==> src/rtl/spi_master_slave.sv <==
// SPI master and echo slave joined on one clock, for loopback and bring-up.
// Latency: frame of WIDTH+1 cycles; data_out carries the slave byte one cycle after the last bit.
// No backpressure: frames run back-to-back while rst is low; data_in is sampled once per frame.
//
// Ports:
//   sclk     in   system/SPI clock, all flops rising-edge
//   rst      in   asynchronous active-high reset
//   data_in  in   byte to transmit, captured in IDLE at frame start
//   data_out out  byte received from the slave in the last completed frame
//   ss       out  slave select, active low
//   mosi     out  master-out serial data (0 while ss high)
//   miso     out  slave-out serial data (0 while ss high)
module spi_master_slave #(
    parameter int                WIDTH      = 8,
    parameter logic [WIDTH-1:0]  SLAVE_INIT = '0
) (
    input  logic             sclk,
    input  logic             rst,
    input  logic [WIDTH-1:0] data_in,
    output logic [WIDTH-1:0] data_out,
    output logic             ss,
    output logic             mosi,
    output logic             miso
);

    localparam int CW = (WIDTH > 2) ? $clog2(WIDTH) : 1;

    typedef enum logic {
        ST_IDLE  = 1'b0,
        ST_SHIFT = 1'b1
    } state_t;

    state_t             r_state;
    state_t             w_state_nxt;
    logic [WIDTH-1:0]   r_tx;
    logic [WIDTH-1:0]   w_tx_nxt;
    // Only the low WIDTH-1 received bits are kept; the final bit goes straight
    // from miso into data_out on the last edge.
    logic [WIDTH-2:0]   r_rx;
    logic [WIDTH-2:0]   w_rx_nxt;
    logic [WIDTH-1:0]   w_rx_full;
    logic [CW-1:0]      r_cnt;
    logic [CW-1:0]      w_cnt_nxt;
    logic               r_ss;
    logic               w_ss_nxt;
    logic [WIDTH-1:0]   r_data_out;
    logic [WIDTH-1:0]   w_data_out_nxt;
    logic [WIDTH-1:0]   r_slave;

    assign ss       = r_ss;
    assign data_out = r_data_out;
    assign mosi     = r_ss ? 1'b0 : r_tx[WIDTH-1];
    assign miso     = r_ss ? 1'b0 : r_slave[WIDTH-1];

    assign w_rx_full = {r_rx, miso};

    // Master next-state and datapath
    always_comb begin
        w_state_nxt    = r_state;
        w_tx_nxt       = r_tx;
        w_rx_nxt       = r_rx;
        w_cnt_nxt      = r_cnt;
        w_ss_nxt       = r_ss;
        w_data_out_nxt = r_data_out;
        case (r_state)
            ST_IDLE: begin
                w_tx_nxt    = data_in;
                w_cnt_nxt   = '0;
                w_ss_nxt    = 1'b0;
                w_state_nxt = ST_SHIFT;
            end
            ST_SHIFT: begin
                w_tx_nxt  = r_tx << 1;
                w_rx_nxt  = w_rx_full[WIDTH-2:0];
                w_cnt_nxt = r_cnt + 1'b1;
                if (r_cnt == CW'(WIDTH-1)) begin
                    w_data_out_nxt = w_rx_full;
                    w_ss_nxt       = 1'b1;
                    w_state_nxt    = ST_IDLE;
                end
            end
            default: begin
                w_state_nxt = ST_IDLE;
            end
        endcase
    end

    always_ff @(posedge sclk or posedge rst) begin
        if (rst) begin
            r_state    <= ST_IDLE;
            r_tx       <= '0;
            r_rx       <= '0;
            r_cnt      <= '0;
            r_ss       <= 1'b1;
            r_data_out <= '0;
        end else begin
            r_state    <= w_state_nxt;
            r_tx       <= w_tx_nxt;
            r_rx       <= w_rx_nxt;
            r_cnt      <= w_cnt_nxt;
            r_ss       <= w_ss_nxt;
            r_data_out <= w_data_out_nxt;
        end
    end

    // Slave: shifts in mosi on the same edge the master samples miso; both see
    // the pre-edge values, so the echo is one frame behind.
    always_ff @(posedge sclk or posedge rst) begin
        if (rst) begin
            r_slave <= SLAVE_INIT;
        end else if (!r_ss) begin
            r_slave <= {r_slave[WIDTH-2:0], mosi};
        end
    end

endmodule

==> config.mk <==
export PLATFORM = sky130hd
export DESIGN_NAME = spi_master_slave
export DESIGN_NICKNAME = d
export VERILOG_FILES = /design/src/rtl/spi_master_slave.sv
export SDC_FILE = /design/constraint.sdc
export NUM_CORES = 1
export LEC_CHECK = 0
export CORE_MARGIN = 4
export CORE_UTILIZATION = 40
export CTS_CLUSTER_SIZE = 10
export DETAILED_ROUTE_END_ITERATION = 10
export PLACE_DENSITY = 0.62
export SLEW_MARGIN = 0
export SYNTH_ARGS = -nofsm -noshare
export SYNTH_HDL_FRONTEND = slang
export SYNTH_SLANG_ARGS = --single-unit
==> constraint.sdc <==
create_clock -name sclk -period 1.3 [get_ports sclk]
set_input_delay 0.26 -clock sclk [delete_from_list [all_inputs] [get_ports sclk]]
set_output_delay 0.26 -clock sclk [all_outputs]
set_load 0.005 [all_outputs]
==> flow_summary.yaml, run 1 <==
synth:
  synthDominantAreaCellType: "sky130_fd_sc_hd__dfrtp_1"
  synth_sequential_area_ratio_pct: 65.3
  ys_types: 13
  synth.top_cells.by_area: "sky130_fd_sc_hd__dfrtp_1 (63%), sky130_fd_sc_hd__mux2_2 (17%), sky130_fd_sc_hd__mux2_4 (8.7%)"
  post_synth_instance_area_um2: 1380
  share_of_the_synthesized_area_in_the_top_cell_type_pct: 63.4
  synthCells: 80
  synth_top_family_by_area: "multiplexers"
  syn_nets: 92
  yosys-mux-area-fraction_pct: 25.8
  synth-simple-area-share_pct: 4.17
  yosys_register_bits: 36
  xor_xnor_portion_of_the_synthesized_cell_area_pct: 0
  post_synthesis_compound_gate_area_fraction_pct: 1.09
  syn_avg_cell_area_um2: 17.3
  yosys_warnings: 0
  synth_adder_area_share_pct: 1.81
setup_path:
  delay_of_the_slowest_cell_on_the_worst_path_ns: 0.59
  worst_r2r_startpoint: "r_cnt[0]$_DFF_PP0_"
  worstPathArrival_ns: 1.17
  critical_path_required_ns: 1.04
  crit_path_cell_trace: "buf_6 -> nor2b_4 -> buf_2"
  critPathSlowestCell: "sky130_fd_sc_hd__dfstp_2"
  worst-path-max-fanout: 4
  cp_num_buf_inv: 2
  worstSetupEndpointType: "output port"
  critical_path.startpoint_type: "register"
  worstSetupPathType: "register to output port"
  setup.worst_path.start: "ss$_DFFE_PP1P_"
  cp_top_family: "flip-flops"
placed_design:
  dp_cells: 151
  globalplace.congestion: 0.676
  dp_hpwl_um: 1430
  port_buffers: 20
pwr:
  design_power_total_mw: 2.08
  power.ir.vdd_worst_uv: 763
  cellLeakagePower_nw: 0.864
  power-per-cell-area_nw_per_um2: 1120
timing:
  finalSetupViolCount: 2
  worst_slack_ns: -0.134
  timing.clock.skew_ns: 0.0126
  timing.slew.headroom_pct: 78.0
  min_period_over_period_pct: 110
  rsz0062_at_grt: "yes"
  slew_violations: 0
  max_freq_ghz: 0.697
  timing.final.crit_period_ns: 1.43
  timing.final.hold_violations: 0
  setup_tns_ns: -0.164
  worst_pin_slew_ns: 0.330
detailed_routing:
  detail_route.wirelength_um: 2040
  dr_total_vias: 765
  drc: 0
  detailedRoute.firstPassIterationCount: 2
  avgViaCountPerCell: 4.55
  routed_wire_length_per_instance_um: 12.1
  antenna_violation_net_count_after_detailed_routing: 0
  drt_iter0_drc: 27
final_layout:
  post_route_cells_drive_above_1_share_pct: 50.8
  area_delta_synth_final_pct: 34.1
  n_fill_cell: 297
  num-nets-final: 133
  finalNonFillerCells: 168
  layout_commonest_cell: "sky130_fd_sc_hd__dfrtp_1"
  leading_cell_types_in_the_layout_fill_and_taps_excluded: "sky130_fd_sc_hd__dfrtp_1 (35), sky130_fd_sc_hd__mux2_2 (19), sky130_fd_sc_hd__buf_4 (14), sky130_fd_sc_hd__mux2_4 (10), sky130_fd_sc_hd__clkdlybuf4s50_1 (9)"
  num_antenna_cells: 0
  layout.core_utilization_pct: 55.5
  regArea_um2: 902
  multi_input_comb_area_um2: 498
clock_network:
  clock_path_buffers: 2
  cts.root.buffer_cell: "sky130_fd_sc_hd__clkbuf_4"
  cts_buffers: 5
  clk_transition_reported_paths_ns: 0.11
  cts.htree.levels: 2
  clock_sink_count: 36
  clock_tree_from_tritoncts: "done"
  clkLatencyLatePin_ns: 0.33
  cts_hold_buffers: 0
global_routing:
  antenna_found_initial: 0
  first_pass_grt_wire_length_um: 3530
  grtUsageTotal_pct: 10.9
  globalRouteOverflowTotal: 0
  grt_pass1_vias: 809
  largest_net_degree_at_the_start_of_global_routing: 37
die:
  die_w_um: 66.8
  die_h_um: 66.8
  starting_utilization_of_the_core_area_pct: 41.4
  ios: 21
  core_area_um2: 3340
  core.rowCount: 21
  fp.dieArea_um2: 4460
run_status:
  status: "finished, violations left"
  failed_checks: "negative setup slack"
worst_hold_path:
  worst_hold_check_path_type: "primary input to asynchronous set/reset pin"
job:
  max_cap_viol_count: 0
[layer usage]
metal / wire length, um / up-vias / share of wire, % / track usage (%)
li1: - / 356 / - / -
met1: 868 / 385 / 43 / 12.1
met2: 1010 / 18 / 50 / 17.7
met3: 127 / 6 / 6.2 / 4.05
met4: 34 / 0 / 1.7 / 6.85
met5: 0 / - / 0 / 0
[flip-flops by register name, indices dropped and copies added (netlist names)]
name,count
data_out,8
r_slave,8
r_tx,8
r_rx,7
r_cnt,3
r_state,1
ss,1
[stage by stage]
| step | setup slack (ns) | area [um2] | hold WS [ns] |
|---|---|---|---|
| after floorplan | 0.0125 | 1380 | 0.398 |
| after global placement | -0.0271 | 1690 | 0.417 |
| after detailed placement | -0.0356 | 1690 | 0.427 |
| after CTS | -0.155 | 1860 | 0.263 |
| after global routing | -0.201 | 1850 | 0.273 |
| final | -0.134 | 1850 | 0.262 |
[power breakdown]
group | switching, mW | leakage, nW | internal (mW)
clock network | 0.341 | 0.0422 | 0.403
registers | 0.0219 | 0.420 | 1.16
logic | 0.0474 | 0.401 | 0.102
[area by class of cell]
| class | count | share of cell area (%) |
|---|---|---|
| sequential | 36 | 48.7 |
| inverter | 1 | 0.203 |
| multi-input combinational | 41 | 26.9 |
| clock buffer | 6 | 2.23 |
| timing repair buffer | 36 | 17.0 |
| tap | 46 | 3.11 |
| clock inverter | 2 | 1.89 |
[cells in the mapped netlist (all sizes together)]
library cell  number
dfrtp             35
mux2              29
nor2b              4
buf                3
and2               2
ha                 2
a21o               1
dfstp              1
inv                1
nand2              1
o21a               1
[worst reg2reg max path: stages, from the launching register on]
cell and delay, ns:
sky130_fd_sc_hd__dfrtp_1 0.39, sky130_fd_sc_hd__ha_2 0.20, sky130_fd_sc_hd__ha_4 0.19, sky130_fd_sc_hd__nand2_4 0.11
sky130_fd_sc_hd__mux2_4 0.30
[path summary, 6_finish.rpt]
kind | endpoint | slack [ns] | depth (start not counted)
max in group asynchronous | ss$_DFFE_PP1P_ | 0.78 | 3
min in group sclk | r_cnt[0]$_DFF_PP0_ | 0.44 | 1
min reg2reg | r_cnt[0]$_DFF_PP0_ | 0.44 | 1
max | miso | -0.13 | 3
max reg2reg | data_out[1]$_DFFE_PP0P_ | 0.02 | 4
min | r_rx[5]$_DFFE_PP0P_ | 0.26 | 3
[what timing repair did]
| item | in CTS | in global routing |
|---|---|---|
| endpoints found under the setup margin | 19 | 15 |
| gates resized for setup | 25 | 4 |
| cloned | 1 | 0 |
| setup buffers | 10 | 0 |
[cell families (layout without fill, tap and decap cells)]
group / Yosys count / after routing
AOI/OAI and AO/OA: 2 / 2
DFF: 36 / 36
buffers and inverters: 4 / 45
adders and majority gates: 2 / 2
muxes: 29 / 29
and+or+nand+nor: 7 / 8
Note: power is estimated with default switching activity, not from simulation.
==> run 2, diff against run 1 <==
--- a/config.mk
+++ b/config.mk
@@ -10,6 +10,8 @@
 export CTS_CLUSTER_SIZE = 10
 export DETAILED_ROUTE_END_ITERATION = 10
 export PLACE_DENSITY = 0.62
+export RECOVER_POWER = 100
+export SKIP_LAST_GASP = 1
 export SLEW_MARGIN = 0
 export SYNTH_ARGS = -nofsm -noshare
 export SYNTH_HDL_FRONTEND = slang
==> flow_summary.yaml, run 2 (same netlist as run 1, synthesis figures left out) <==
setup_path:
  worstSetupEndpointType: "output port"
  worstPathArrival_ns: 1.18
  worst-path-max-fanout: 4
  worst_r2r_startpoint: "r_cnt[0]$_DFF_PP0_"
  critical_path.reg2reg.endpoint: "data_out[1]$_DFFE_PP0P_"
  critical_path.startpoint_type: "register"
  setup.worst_path.start: "ss$_DFFE_PP1P_"
  critical_path_required_ns: 1.04
  r2r.worst_path.cells: 4
  slack_of_the_worst_reg_to_reg_path_ns: -0.09
  worstSetupPathType: "register to output port"
  setup.worst_path.end: "miso"
detailed_routing:
  drt_iter0_drc: 20
  dr_total_vias: 764
  antenna_violation_net_count_after_detailed_routing: 0
  drc: 0
  detail_route.wirelength_um: 2040
  routed_wire_length_per_instance_um: 12.1
  avgViaCountPerCell: 4.55
  detailedRoute.firstPassIterationCount: 2
timing:
  timing.clock.skew_ns: 0.0123
  min_period_over_period_pct: 110
  slew_violations: 0
  timing.slew.headroom_pct: 44.4
  timing.final.hold_violations: 0
  worst_hold_slack_after_final_layout_ns: 0.445
  worst_pin_slew_ns: 0.833
  finalSetupViolCount: 14
  max_freq_ghz: 0.697
  rsz0062_at_grt: "yes"
  timing.final.crit_period_ns: 1.44
  worst_slack_ns: -0.135
clock_network:
  cts.htree.levels: 2
  clock_path_buffers: 2
  clkLatencyLatePin_ns: 0.33
  clock_tree_from_tritoncts: "done"
  cts.root.buffer_cell: "sky130_fd_sc_hd__clkbuf_4"
  clock_sink_count: 36
  cts_buffers: 5
  clk_transition_reported_paths_ns: 0.09
global_routing:
  first_pass_grt_wire_length_um: 3530
  largest_net_degree_at_the_start_of_global_routing: 37
  grt_pass1_vias: 806
  antenna_found_initial: 0
  grtUsageTotal_pct: 10.9
  globalRouteOverflowTotal: 0
pwr:
  power_frac_clock_pct: 36.0
  cellLeakagePower_nw: 0.848
  power-per-cell-area_nw_per_um2: 1140
  power.ir.vdd_worst_uv: 763
  power_switching_mw: 0.410
  design_power_total_mw: 2.07
  p_int_mw: 1.66
  power_frac_comb_pct: 6.8
  power_switching_share_pct: 19.8
  power.sequential.fraction_pct: 57.2
die:
  core.rowCount: 21
  fp.dieArea_um2: 4460
  die_h_um: 66.8
  die_w_um: 66.8
  core_area_um2: 3340
  starting_utilization_of_the_core_area_pct: 41.4
  ios: 21
final_layout:
  num_antenna_cells: 0
  final_cell_area_um2: 1810
  num-nets-final: 133
  leading_cell_types_in_the_layout_fill_and_taps_excluded: "sky130_fd_sc_hd__dfrtp_1 (35), sky130_fd_sc_hd__mux2_2 (20), sky130_fd_sc_hd__buf_4 (11), sky130_fd_sc_hd__mux2_4 (9), sky130_fd_sc_hd__clkdlybuf4s50_1 (8)"
  layout_commonest_cell: "sky130_fd_sc_hd__dfrtp_1"
  n_fill_cell: 304
  post_route_cells_drive_above_1_share_pct: 49.2
  area_delta_synth_final_pct: 31.2
placed_design:
  dp_hpwl_um: 1430
  port_buffers: 20
  globalplace.congestion: 0.676
  detailedPlace.worstSlack_ns: -0.0356
  placedInstanceArea_um2: 1690
run_status:
  status: "finished, violations left"
  failed_checks: "negative setup slack"
job:
  max_cap_viol_count: 0
worst_hold_path:
  worst_hold_check_path_type: "register to register"
## run 2: cell count changes in the layout (fill, tap and decap cells not counted), moves of 2 or more
cell / delta
sky130_fd_sc_hd__and2_1: -2
sky130_fd_sc_hd__buf_4: -3
sky130_fd_sc_hd__clkbuf_2: +2
sky130_fd_sc_hd__and2_0: +2
## run 2: worst min path at each step
stage	start	end	cells past startpoint
4_1_cts	rst	data_out[4]$_DFFE_PP0P_	3
3_3_place_gp	r_cnt[0]$_DFF_PP0_	r_cnt[0]$_DFF_PP0_	1
6_report	r_cnt[0]$_DFF_PP0_	r_cnt[0]$_DFF_PP0_	1
3_5_place_dp	r_cnt[0]$_DFF_PP0_	r_cnt[0]$_DFF_PP0_	1
2_1_floorplan	data_in[0]	r_tx[0]$_DFF_PP0_	1
5_1_grt	data_in[0]	r_tx[0]$_DFF_PP0_	2
## run 2: routing by layer
| layer | GRT usage [%] | vias up | share of wire (%) |
|---|---|---|---|
| met2 | 17.7 | 18 | 50 |
| met5 | 0 | - | 0 |
| met4 | 6.85 | 0 | 1.7 |
| met1 | 12.1 | 382 | 42 |
| met3 | 4.05 | 6 | 6.3 |
| li1 | - | 358 | - |
## run 2: timing repair
| item | CTS | global route |
|---|---|---|
| endpoints found under the setup margin | 19 | 15 |
| setup buffers | 10 | 0 |
| hold buffers | 0 | 0 |
| cloned | 1 | 0 |
| resized for setup | 24 | 4 |
## run 2: cell type report
cell class / instances / area [um2] / share of cell area (%)
multi-input cells: 41 / 482 / 26.6
clock buffers: 6 / 41.3 / 2.28
flip-flops and latches: 36 / 902 / 49.8
repair buffers: 36 / 290 / 16.0
clock inverters: 2 / 35.0 / 1.93
inverters: 1 / 3.75 / 0.207
well taps: 46 / 57.6 / 3.18
## run 2: critical path: stages (launching register included)
cell and delay, ns:
sky130_fd_sc_hd__dfstp_2 0.59, sky130_fd_sc_hd__buf_6 0.12, sky130_fd_sc_hd__nor2b_4 0.03, sky130_fd_sc_hd__buf_2 0.12
## run 2: power by group through the flow
stage | clock network, mW | logic, mW | registers, mW
2_1_floorplan | 0 | 0.0645 | 1.20
3_3_place_gp | 0 | 0.141 | 1.21
3_5_place_dp | 0 | 0.144 | 1.21
4_1_cts | 0.777 | 0.151 | 1.19
5_1_grt | 0.830 | 0.157 | 1.19
6_report | 0.745 | 0.141 | 1.19
## run 2: stage by stage
step / utilization (%) / setup TNS (ns) / instances
after detailed placement: 50.7 / -0.320 / 151
after CTS: 55.6 / -0.349 / 169
after global routing: 54.3 / -3.44 / 168
after floorplan: - / 0 / 80
after global placement: 50.7 / -0.152 / 151
final: 54.3 / -1.19 / 168
==> run 3, diff against run 2 <==
--- a/config.mk
+++ b/config.mk
@@ -5,8 +5,8 @@
 export SDC_FILE = /design/constraint.sdc
 export NUM_CORES = 1
 export LEC_CHECK = 0
-export CORE_MARGIN = 4
 export CORE_UTILIZATION = 40
+export CTS_BUF_LIST = sky130_fd_sc_hd__clkbuf_8
 export CTS_CLUSTER_SIZE = 10
 export DETAILED_ROUTE_END_ITERATION = 10
 export PLACE_DENSITY = 0.62
==> flow_summary.yaml, run 3 (same netlist as run 1, synthesis figures left out) <==
run_status:
  status: "finished, violations left"
  failed_checks: "negative setup slack"
die:
  starting_utilization_of_the_core_area_pct: 43.8
  core.rowCount: 20
  die_h_um: 60.8
  ios: 21
  core_area_um2: 3150
  fp.dieArea_um2: 3690
  die_w_um: 60.8
setup_path:
  worstSetupPathType: "register to output port"
  r2r.worst_path.cells: 4
  setup.worst_path.start: "ss$_DFFE_PP1P_"
  worst-path-max-fanout: 4
  critical_path.startpoint_type: "register"
  slack_of_the_worst_reg_to_reg_path_ns: -0.01
  critical_path.reg2reg.endpoint: "data_out[6]$_DFFE_PP0P_"
  critical_path_required_ns: 1.04
  worst_r2r_startpoint: "r_cnt[0]$_DFF_PP0_"
  worstPathArrival_ns: 1.09
  worstSetupEndpointType: "output port"
clock_network:
  clock_sink_count: 36
  cts_buffers: 5
  clock_tree_from_tritoncts: "done"
  clkLatencyLatePin_ns: 0.28
  cts.htree.levels: 2
  cts_hold_buffers: 0
  clock_path_buffers: 2
  cts.root.buffer_cell: "sky130_fd_sc_hd__clkbuf_8"
  clk_transition_reported_paths_ns: 0.06
final_layout:
  regArea_um2: 902
  leading_cell_types_in_the_layout_fill_and_taps_excluded: "sky130_fd_sc_hd__dfrtp_1 (35), sky130_fd_sc_hd__mux2_2 (21), sky130_fd_sc_hd__buf_4 (12), sky130_fd_sc_hd__clkdlybuf4s50_1 (9)"
  layout.core_utilization_pct: 58.1
  n_fill_cell: 289
  num-nets-final: 132
  post_route_cells_drive_above_1_share_pct: 50.0
  final_cell_area_um2: 1830
  multi_input_comb_area_um2: 488
  num_antenna_cells: 0
  layout_commonest_cell: "sky130_fd_sc_hd__dfrtp_1"
  finalNonFillerCells: 164
  area_delta_synth_final_pct: 32.6
detailed_routing:
  dr_total_vias: 750
  antenna_violation_net_count_after_detailed_routing: 0
  drt_iter0_drc: 8
  drc: 0
  detail_route.wirelength_um: 2120
  routed_wire_length_per_instance_um: 12.9
  avgViaCountPerCell: 4.57
  detailedRoute.firstPassIterationCount: 2
timing:
  timing.final.hold_violations: 0
  worst_slack_ns: -0.0485
  finalSetupViolCount: 9
  timing.clock.skew_ns: 0.00312
  min_period_over_period_pct: 104
  slew_violations: 0
  worst_pin_slew_ns: 0.860
  max_freq_ghz: 0.742
  rsz0062_at_grt: "yes"
  timing.final.crit_period_ns: 1.35
  timing.slew.headroom_pct: 42.7
worst_hold_path:
  worst_hold_check_path_type: "register to register"
  hold_path_depth: 1
  hold_path_startpoint: "r_tx[5]$_DFF_PP0_"
  whs_endpoint: "r_tx[6]$_DFF_PP0_"
global_routing:
  antenna_found_initial: 0
  largest_net_degree_at_the_start_of_global_routing: 37
  globalRouteOverflowTotal: 0
  grt_pass1_vias: 827
  grtUsageTotal_pct: 14.3
  first_pass_grt_wire_length_um: 3580
job:
  max_cap_viol_count: 0
placed_design:
  placedInstanceArea_um2: 1680
  port_buffers: 20
  dp_hpwl_um: 1320
  dp_cells: 147
  detailedPlace.worstSlack_ns: -0.0500
  globalplace.congestion: 0.664
pwr:
  power.ir.vdd_worst_uv: 604
  cellLeakagePower_nw: 0.859
  power-per-cell-area_nw_per_um2: 1170
-- run 3: changes by cell type in the layout (fill, tap and decap cells not counted), sizes merged --
cell           previous run  this run
bufinv                    1         0
clkdlybuf4s15             2         0
clkdlybuf4s50             8         9
clkinv                    1         0
dlygate4sd2               6         8
dlygate4sd3               1         0
-- run 3: worst max path at each step --
stage | to | cells after the start | slack (ns)
after floorplan | data_out[0]$_DFFE_PP0P_ | 4 | 0.01
after global placement | miso | 2 | -0.07
after detailed placement | miso | 2 | -0.05
after CTS | miso | 3 | -0.13
after global routing | mosi | 3 | -0.08
final | mosi | 3 | -0.05
-- run 3: final cells by class --
type,count,area share [%]
clock buffer,7,5.26
inverter,1,0.205
multi-input combinational,41,26.6
sequential,36,49.2
tap,44,3.01
timing repair buffer,35,15.6
-- run 3: repair_timing --
action	4_1_cts	5_1_grt
endpoints found under the setup margin	19	10
gates resized for setup	23	2
setup buffers	8	1
pin swaps	1	0
gates cloned	1	0
-- run 3: metrics by stage --
stage	setup TNS (ns)	hold WS [ns]	power, mW
after global routing	-0.516	0.499	2.24
final	-0.110	0.481	2.14
after detailed placement	-0.396	0.442	1.35
after CTS	-0.180	0.327	2.19
after floorplan	0	0.398	1.27
after global placement	-0.220	0.419	1.34
-- run 3: worst max-delay path: stages, from the launching register on --
cell                      delay, ns
sky130_fd_sc_hd__dfstp_2       0.54
sky130_fd_sc_hd__buf_6         0.11
sky130_fd_sc_hd__nor2b_4       0.04
sky130_fd_sc_hd__buf_2         0.12
-- run 3: power by group --
| group | switching, mW | internal, mW |
|---|---|---|
| logic | 0.0453 | 0.0904 |
| registers | 0.0211 | 1.16 |
| clock network | 0.351 | 0.471 |
| total | 0.418 | 1.73 |
-- run 3: layer usage --
layer | vias up | global-route usage (%) | routed length (um)
met5 | - | 0 | 0
li1 | 354 | - | -
met1 | 371 | 15.3 | 934
met2 | 20 | 23.5 | 1050
met4 | 0 | 9.74 | 50
met3 | 5 | 5.12 | 89
